===== src/rtl/bch_pkg.sv =====
// Shared BCH(15,11) constants, FSM state encodings and GF(16) helper.
// Used by both the serial encoder and bch_decoder.
package bch_pkg;

   localparam int unsigned N     = 15;
   localparam int unsigned K     = 11;
   localparam int unsigned SYN_W = 4;

   // g(x) = x^4 + x + 1, low terms fed back when x^4 falls off
   localparam logic [SYN_W-1:0] GEN_FB = 4'b0011;

   typedef logic [1:0] state_t;
   localparam state_t ST_IDLE   = 2'd0;
   localparam state_t ST_RECV   = 2'd1;
   localparam state_t ST_SEARCH = 2'd2;
   localparam state_t ST_DONE   = 2'd3;

   function automatic logic [SYN_W-1:0] gf16_mul_alpha(input logic [SYN_W-1:0] a);
      gf16_mul_alpha = {a[SYN_W-2:0], 1'b0} ^ (a[SYN_W-1] ? GEN_FB : 4'b0000);
   endfunction

endpackage


===== src/rtl/bch_syndrome_lfsr.sv =====
// Serial syndrome divider r(x) mod g(x); with BCH_DEC_EXT_PARITY_EN defined
// it also accumulates overall parity of every received bit.
module bch_syndrome_lfsr
   import bch_pkg::*;
(
   input  logic             clk,
   input  logic             rst_n,
   input  logic             load_i,
   input  logic             shift_i,
   input  logic             bit_i,
`ifdef BCH_DEC_EXT_PARITY_EN
   input  logic             par_en_i,
   output logic             par_o,
`endif
   output logic [SYN_W-1:0] syn_o
);

   logic [SYN_W-1:0] syn_q, syn_d;

   always_comb begin
      syn_d = syn_q;
      if (load_i) begin
         syn_d = {3'b000, bit_i};
      end else if (shift_i) begin
         syn_d = gf16_mul_alpha(syn_q) ^ {3'b000, bit_i};
      end
   end

   always_ff @(posedge clk) begin
      if (!rst_n) begin
         syn_q <= '0;
      end else begin
         syn_q <= syn_d;
      end
   end

   assign syn_o = syn_q;

`ifdef BCH_DEC_EXT_PARITY_EN
   logic par_q, par_d;

   always_comb begin
      par_d = par_q;
      if (load_i) begin
         par_d = bit_i;
      end else if (par_en_i) begin
         par_d = par_q ^ bit_i;
      end
   end

   always_ff @(posedge clk) begin
      if (!rst_n) begin
         par_q <= 1'b0;
      end else begin
         par_q <= par_d;
      end
   end

   assign par_o = par_q;
`endif

endmodule


===== src/rtl/bch_decoder.sv =====
// Bit-serial BCH(15,11) single-error-correcting decoder with alpha-power search.
// Define BCH_DEC_EXT_PARITY_EN for the 16-bit extended code with double-error detection.
module bch_decoder
   import bch_pkg::*;
#(
   parameter int unsigned CNT_W = 16
) (
   input  logic             clk,
   input  logic             rst_n,
   input  logic             in_valid_i,
   input  logic             in_bit_i,
   output logic             in_ready_o,
   output logic             out_valid_o,
   input  logic             out_ready_i,
   output logic [K-1:0]     data_out_o,
   output logic             corrected_o,
   output logic             uncorrectable_o,
   output logic [3:0]       err_pos_o,
   output logic [CNT_W-1:0] corr_cnt_o
);

`ifdef BCH_DEC_EXT_PARITY_EN
   localparam int unsigned NBITS = N + 1;
`else
   localparam int unsigned NBITS = N;
`endif
   localparam int unsigned BCNT_W = 5;
   localparam logic [3:0]  NO_POS = 4'hF;

   state_t            state_q, state_d;
   logic [BCNT_W-1:0] cnt_q, cnt_d;
   logic [N-1:0]      shift_q, shift_d;
   logic [SYN_W-1:0]  a_q, a_d;
   logic [3:0]        i_q, i_d;
   logic [3:0]        pos_q, pos_d;
   logic              hit_q, hit_d;
   logic              in_ready_q, in_ready_d;
   logic              out_valid_q, out_valid_d;
   logic [K-1:0]      data_q, data_d;
   logic              corr_q, corr_d;
   logic              unc_q, unc_d;
   logic [3:0]        err_q, err_d;
   logic [CNT_W-1:0]  ccnt_q, ccnt_d;

   logic              accept_c;
   logic              load_c, shift_en_c;
   logic              hit_c, hit_now_c;
   logic [3:0]        pos_now_c;
   logic [N-1:0]      fixed_c;
   logic [SYN_W-1:0]  syn;
`ifdef BCH_DEC_EXT_PARITY_EN
   logic              par_en_c;
   logic              par;
`endif

   assign accept_c = in_valid_i && in_ready_q;

   bch_syndrome_lfsr u_syn (
      .clk      (clk),
      .rst_n    (rst_n),
      .load_i   (load_c),
      .shift_i  (shift_en_c),
      .bit_i    (in_bit_i),
`ifdef BCH_DEC_EXT_PARITY_EN
      .par_en_i (par_en_c),
      .par_o    (par),
`endif
      .syn_o    (syn)
   );

   // Next-state, datapath and registered-output decode
   always_comb begin
      state_d     = state_q;
      cnt_d       = cnt_q;
      shift_d     = shift_q;
      a_d         = a_q;
      i_d         = i_q;
      pos_d       = pos_q;
      hit_d       = hit_q;
      in_ready_d  = in_ready_q;
      out_valid_d = out_valid_q;
      data_d      = data_q;
      corr_d      = corr_q;
      unc_d       = unc_q;
      err_d       = err_q;
      ccnt_d      = ccnt_q;
      load_c      = 1'b0;
      shift_en_c  = 1'b0;
      hit_c       = 1'b0;
      hit_now_c   = hit_q;
      pos_now_c   = pos_q;
      fixed_c     = shift_q;
`ifdef BCH_DEC_EXT_PARITY_EN
      par_en_c    = 1'b0;
`endif

      case (state_q)
         ST_IDLE: begin
            if (accept_c) begin
               load_c  = 1'b1;
               shift_d = N'(in_bit_i);
               cnt_d   = BCNT_W'(1);
               state_d = ST_RECV;
            end
         end
         ST_RECV: begin
            if (accept_c) begin
               // The extension bit only feeds parity, never the syndrome
               shift_en_c = (cnt_q < BCNT_W'(N));
`ifdef BCH_DEC_EXT_PARITY_EN
               par_en_c   = 1'b1;
`endif
               if (shift_en_c) begin
                  shift_d = {shift_q[N-2:0], in_bit_i};
               end
               cnt_d = cnt_q + BCNT_W'(1);
               if (cnt_q == BCNT_W'(NBITS - 1)) begin
                  state_d    = ST_SEARCH;
                  in_ready_d = 1'b0;
                  a_d        = 4'b0001;
                  i_d        = 4'd0;
                  hit_d      = 1'b0;
                  pos_d      = NO_POS;
               end
            end
         end
         ST_SEARCH: begin
            hit_c     = (syn != '0) && (a_q == syn);
            hit_now_c = hit_q || hit_c;
            pos_now_c = hit_c ? i_q : pos_q;
            hit_d     = hit_now_c;
            pos_d     = pos_now_c;
            a_d       = gf16_mul_alpha(a_q);
            i_d       = i_q + 4'd1;
            fixed_c   = shift_q ^ (N'(1) << pos_now_c);
            if (i_q == 4'(N - 1)) begin
               state_d     = ST_DONE;
               out_valid_d = 1'b1;
               data_d      = shift_q[N-1:N-K];
               corr_d      = 1'b0;
               unc_d       = 1'b0;
               err_d       = NO_POS;
`ifdef BCH_DEC_EXT_PARITY_EN
               if (hit_now_c && par) begin
                  data_d = fixed_c[N-1:N-K];
                  corr_d = 1'b1;
                  err_d  = pos_now_c;
               end else if (hit_now_c) begin
                  unc_d  = 1'b1;
               end else if (par) begin
                  corr_d = 1'b1;
               end
`else
               if (hit_now_c) begin
                  data_d = fixed_c[N-1:N-K];
                  corr_d = 1'b1;
                  err_d  = pos_now_c;
               end
`endif
               if (corr_d && (ccnt_q != '1)) begin
                  ccnt_d = ccnt_q + CNT_W'(1);
               end
            end
         end
         ST_DONE: begin
            if (out_ready_i) begin
               state_d     = ST_IDLE;
               out_valid_d = 1'b0;
               in_ready_d  = 1'b1;
            end
         end
         default: begin
            state_d     = ST_IDLE;
            in_ready_d  = 1'b1;
            out_valid_d = 1'b0;
         end
      endcase
   end

   always_ff @(posedge clk) begin
      if (!rst_n) begin
         state_q     <= ST_IDLE;
         cnt_q       <= '0;
         shift_q     <= '0;
         a_q         <= 4'b0001;
         i_q         <= '0;
         pos_q       <= NO_POS;
         hit_q       <= 1'b0;
         in_ready_q  <= 1'b1;
         out_valid_q <= 1'b0;
         data_q      <= '0;
         corr_q      <= 1'b0;
         unc_q       <= 1'b0;
         err_q       <= NO_POS;
         ccnt_q      <= '0;
      end else begin
         state_q     <= state_d;
         cnt_q       <= cnt_d;
         shift_q     <= shift_d;
         a_q         <= a_d;
         i_q         <= i_d;
         pos_q       <= pos_d;
         hit_q       <= hit_d;
         in_ready_q  <= in_ready_d;
         out_valid_q <= out_valid_d;
         data_q      <= data_d;
         corr_q      <= corr_d;
         unc_q       <= unc_d;
         err_q       <= err_d;
         ccnt_q      <= ccnt_d;
      end
   end

   assign in_ready_o  = in_ready_q;
   assign out_valid_o = out_valid_q;
   assign data_out_o  = data_q;
   assign corrected_o = corr_q;
   assign err_pos_o   = err_q;
   assign corr_cnt_o  = ccnt_q;
`ifdef BCH_DEC_EXT_PARITY_EN
   assign uncorrectable_o = unc_q;
`else
   assign uncorrectable_o = 1'b0;
`endif

endmodule


===== config.mk =====
export PLATFORM = sky130hd
export DESIGN_NAME = bch_decoder
export DESIGN_NICKNAME = d
export VERILOG_FILES = /design/src/rtl/bch_pkg.sv /design/src/rtl/bch_syndrome_lfsr.sv /design/src/rtl/bch_decoder.sv
export SDC_FILE = /design/constraint.sdc
export NUM_CORES = 1
export LEC_CHECK = 0
export ABC_AREA = 1
export BUFFER_PORTS_ARGS = -buffer_cell sky130_fd_sc_hd__buf_2
export CAP_MARGIN = 20
export CORE_MARGIN = 1.5
export CORE_UTILIZATION = 49
export CTS_CLUSTER_SIZE = 24
export DETAILED_ROUTE_END_ITERATION = 6
export GPL_ROUTABILITY_DRIVEN = 0
export GPL_TIMING_DRIVEN = 0
export MAX_ROUTING_LAYER = met4
export PLACE_DENSITY = 0.76
export REMOVE_ABC_BUFFERS = 1
export SLEW_MARGIN = 10
export SYNTH_ARGS = -nofsm -noshare
export SYNTH_HDL_FRONTEND = slang
export SYNTH_HIERARCHICAL = 1
export SYNTH_SLANG_ARGS = --single-unit

===== constraint.sdc =====
create_clock -name clk -period 2 [get_ports clk]
set_input_delay 0.1 -clock clk [delete_from_list [all_inputs] [get_ports clk]]
set_output_delay 0.1 -clock clk [all_outputs]
set_load 0.02 [all_outputs]

==> flow_summary.toml <==
[status]
status = "finished, final reports clean"

[logic_synthesis]
synth.most_common_cell = "nand2_1"
synth_area_um2 = 3870
yosysTopAreaCell = "dfxtp_1"
netlist.area_leader.share = 0.378
ys.flop_type = "dfxtp_1"
seq_area_frac_synth = 0.378
synth.area.top_cells = "dfxtp_1 38%, nand2_1 11%, nand3_1 7.0%"
avgSynthCellArea_um2 = 6.97
async_flop_share = 0
ys_top_cells_by_count = "117 x nand2_1, 73 x dfxtp_1, 70 x inv_1"
ys_seq_elements = 73
synth_cell_types = 39
synthCells = 555
synth-edff-count = 0
ys_warn_count = 6

[floorplan]
fp-row-count = 32
chipWidth_um = 91.8
fp.dieH_um = 91.8
start_util = 0.503
core_um2 = 7690
io_pins = 40
die_area_um2 = 8430

[global_routing]
gr-usage-met3 = 0.0531
antenna_found_initial = 0
grt.total_usage = 0.221
grt_use_met2 = 0.382
grt.busiest_layer = "met2"
gr-total-overflow = 0
grt_start_max_net_pins = 42
grt.met1_usage = 0.246
grt_pass1_vias = 3335
grt_pass1_wl_um = 14500

[placement]
place.detailed.hpwl_um = 6140
io_buffers = 38
place_inst = 681
place_ws_ns = -0.746

[worst_hold_path]
hp-class = "in2reg"
worstHoldStart = "in_bit_i"

[critical_path]
arrival_ns = 2.16
critPathCapture = "corr_cnt_o[9]"
critPathRequiredTime_ns = 2.22
rr_worst_depth = 12
critPathKind = "reg2reg"
reg2reg_from = "corr_cnt_o[1]"
r2r_setup_slack_ns = 0.06
worstSetupStartpoint = "corr_cnt_o[1]"
path_max_fanout = 13
worstReg2RegEnd = "corr_cnt_o[9]"
crit_path_end_kind = "flop"
critPathLaunchType = "flop"

[power_and_ir_drop]
p_leak_nw = 1.83
p_per_area_nw_per_um2 = 1110
power_mw = 4.96
ir_worst_vdd_uv = 887

[drt]
drt_iter0_markers = 193
first_pass_iters = 5
viasPerCell = 5.30
post_drt_wl_per_cell_um = 12.8
vias = 3743
postRouteAntennaNets = 0
drc_errors = 0
wl_um = 9000

[sta]
fin_ws_ns = 0.0599
rsz0062_at_grt = "true"
hold_violations = 0
fmax_mhz = 515
period_minus_slack_ns = 1.94
drv_slew = 0
whs_ns = 0.0217
tightest_slew_ns = 0.750
period_share = 0.970
relSlewSlack = 0.499
skew_ns = 0.00569
setup_viol = 0

[clock_network]
clk_latency_ns = 0.35
cts_max_level = 3
cts_buffers = 9
clock_sinks = 73
clock-root-buffer = "clkbuf_8"
clk_path_buf_depth = 2
cts_tree = "built"
path_clk_slew_ns = 0.07

[final_layout]
drive_gt1_frac = 0.190
multiInputGateArea_um2 = 2080
area_delta_synth_final_pct = 15.1
seqCellArea_um2 = 1460
antenna_cells = 0
fin_cells = 706
fin_util = 0.579
fin_nets = 615
n_fill_cell = 761

[flow_run]
maxCapViolations = 0
-- power by group --
group	internal [mW]	total, mW	switching [mW]
logic	0.627	2.05	1.42
clock network	0.634	1.18	0.544
registers	1.60	1.73	0.133
-- cells in the final DEF (no fill, tap or decap), types with 2 or more instances in the layout --
cell and count:
o21ai_1 4, nand2_2 11, dfxtp_1 72, clkbuf_8 11, and3_1 3, nor3_1 12, nand3_4 2, nand3b_1 2
inv_2 8, xor2_1 3, nand2_1 114, a211oi_1 5, nor3b_1 2, a21oi_1 51, xnor2_1 3, nand2_4 3
buf_2 38, ha_1 9, inv_1 66, nor2_1 50, nand3_1 53, nand3_2 2, o22ai_1 4, a21oi_2 2
buf_4 10, o21ai_0 21, clkinv_2 2, nor2_4 10, nor3_2 4, nand4_1 10, nor2_2 3
-- state kept, by name, indices dropped and copies added, names as in the netlist, 2 cells and up --
| register | cells |
|---|---|
| err_pos_o | 4 |
| a_q | 4 |
| u_syn/syn_o | 4 |
| i_q | 4 |
| pos_q | 4 |
| data_out_o | 11 |
| state_q | 2 |
| shift_q | 15 |
| cnt_q | 5 |
| corr_cnt_o | 16 |
-- worst max-delay path, cell delays in order, from the launching register on --
cell and delay (ns):
dfxtp_1 0.38, ha_1 0.20, nand2_1 0.09, inv_1 0.07, nand3_1 0.14, nor2_2 0.18
nand3b_1 0.14, nand3_4 0.16, inv_6 0.08, nand2_1 0.14, nor2_1 0.06, nor2_1 0.12
nor3_2 0.04
-- repair_timing --
item | 4_1_cts | 5_1_grt
setup endpoints to repair | 34 | 45
hold buffers | 0 | 0
resized for setup | 8 | 14
pin swaps | 2 | 2
buffers inserted | 3 | 7
-- stage by stage --
step | area, µm² | setup TNS [ns]
floorplan | 3760 | -12.60
global placement | 4080 | -44.10
detailed placement | 4100 | -11.80
CTS | 4350 | -0.0322
global route | 4450 | -0.598
finish | 4450 | 0
-- worst min-delay path by stage --
stage / depth (start not counted) / to / slack (ns)
after floorplan: 1 / err_pos_o[2] / 0.17
after global placement: 3 / shift_q[0] / 0.39
after detailed placement: 3 / shift_q[0] / 0.39
after CTS: 3 / shift_q[0] / 0.01
after global routing: 3 / shift_q[0] / 0.02
final: 3 / shift_q[0] / 0.02
-- cell families after synthesis --
logic type	share of synthesized area
AOI/OAI and AO/OA	0.125
xor gates and xnor gates	0.0136
adders and majority gates	0.0324
buffers and inverters	0.102
DFF	0.378
other	0.000970
and+or+nand+nor	0.348
-- layout make-up --
| cell class | instances | share of cell area |
|---|---|---|
| clock inverter | 3 | 0.00900 |
| sequential | 73 | 0.329 |
| tap | 102 | 0.0287 |
| timing repair buffer | 49 | 0.0630 |
| clock buffer | 12 | 0.0349 |
| inverter | 77 | 0.0675 |
| multi-input combinational | 390 | 0.468 |
-- metal layers --
| layer | routed length [µm] | up-vias |
|---|---|---|
| met5 | 0 | - |
| met4 | 212 | 0 |
| met3 | 439 | 23 |
| met2 | 4480 | 105 |
| met1 | 3870 | 1721 |
| li1 | - | 1894 |
Power figures use the tool's default switching activity.
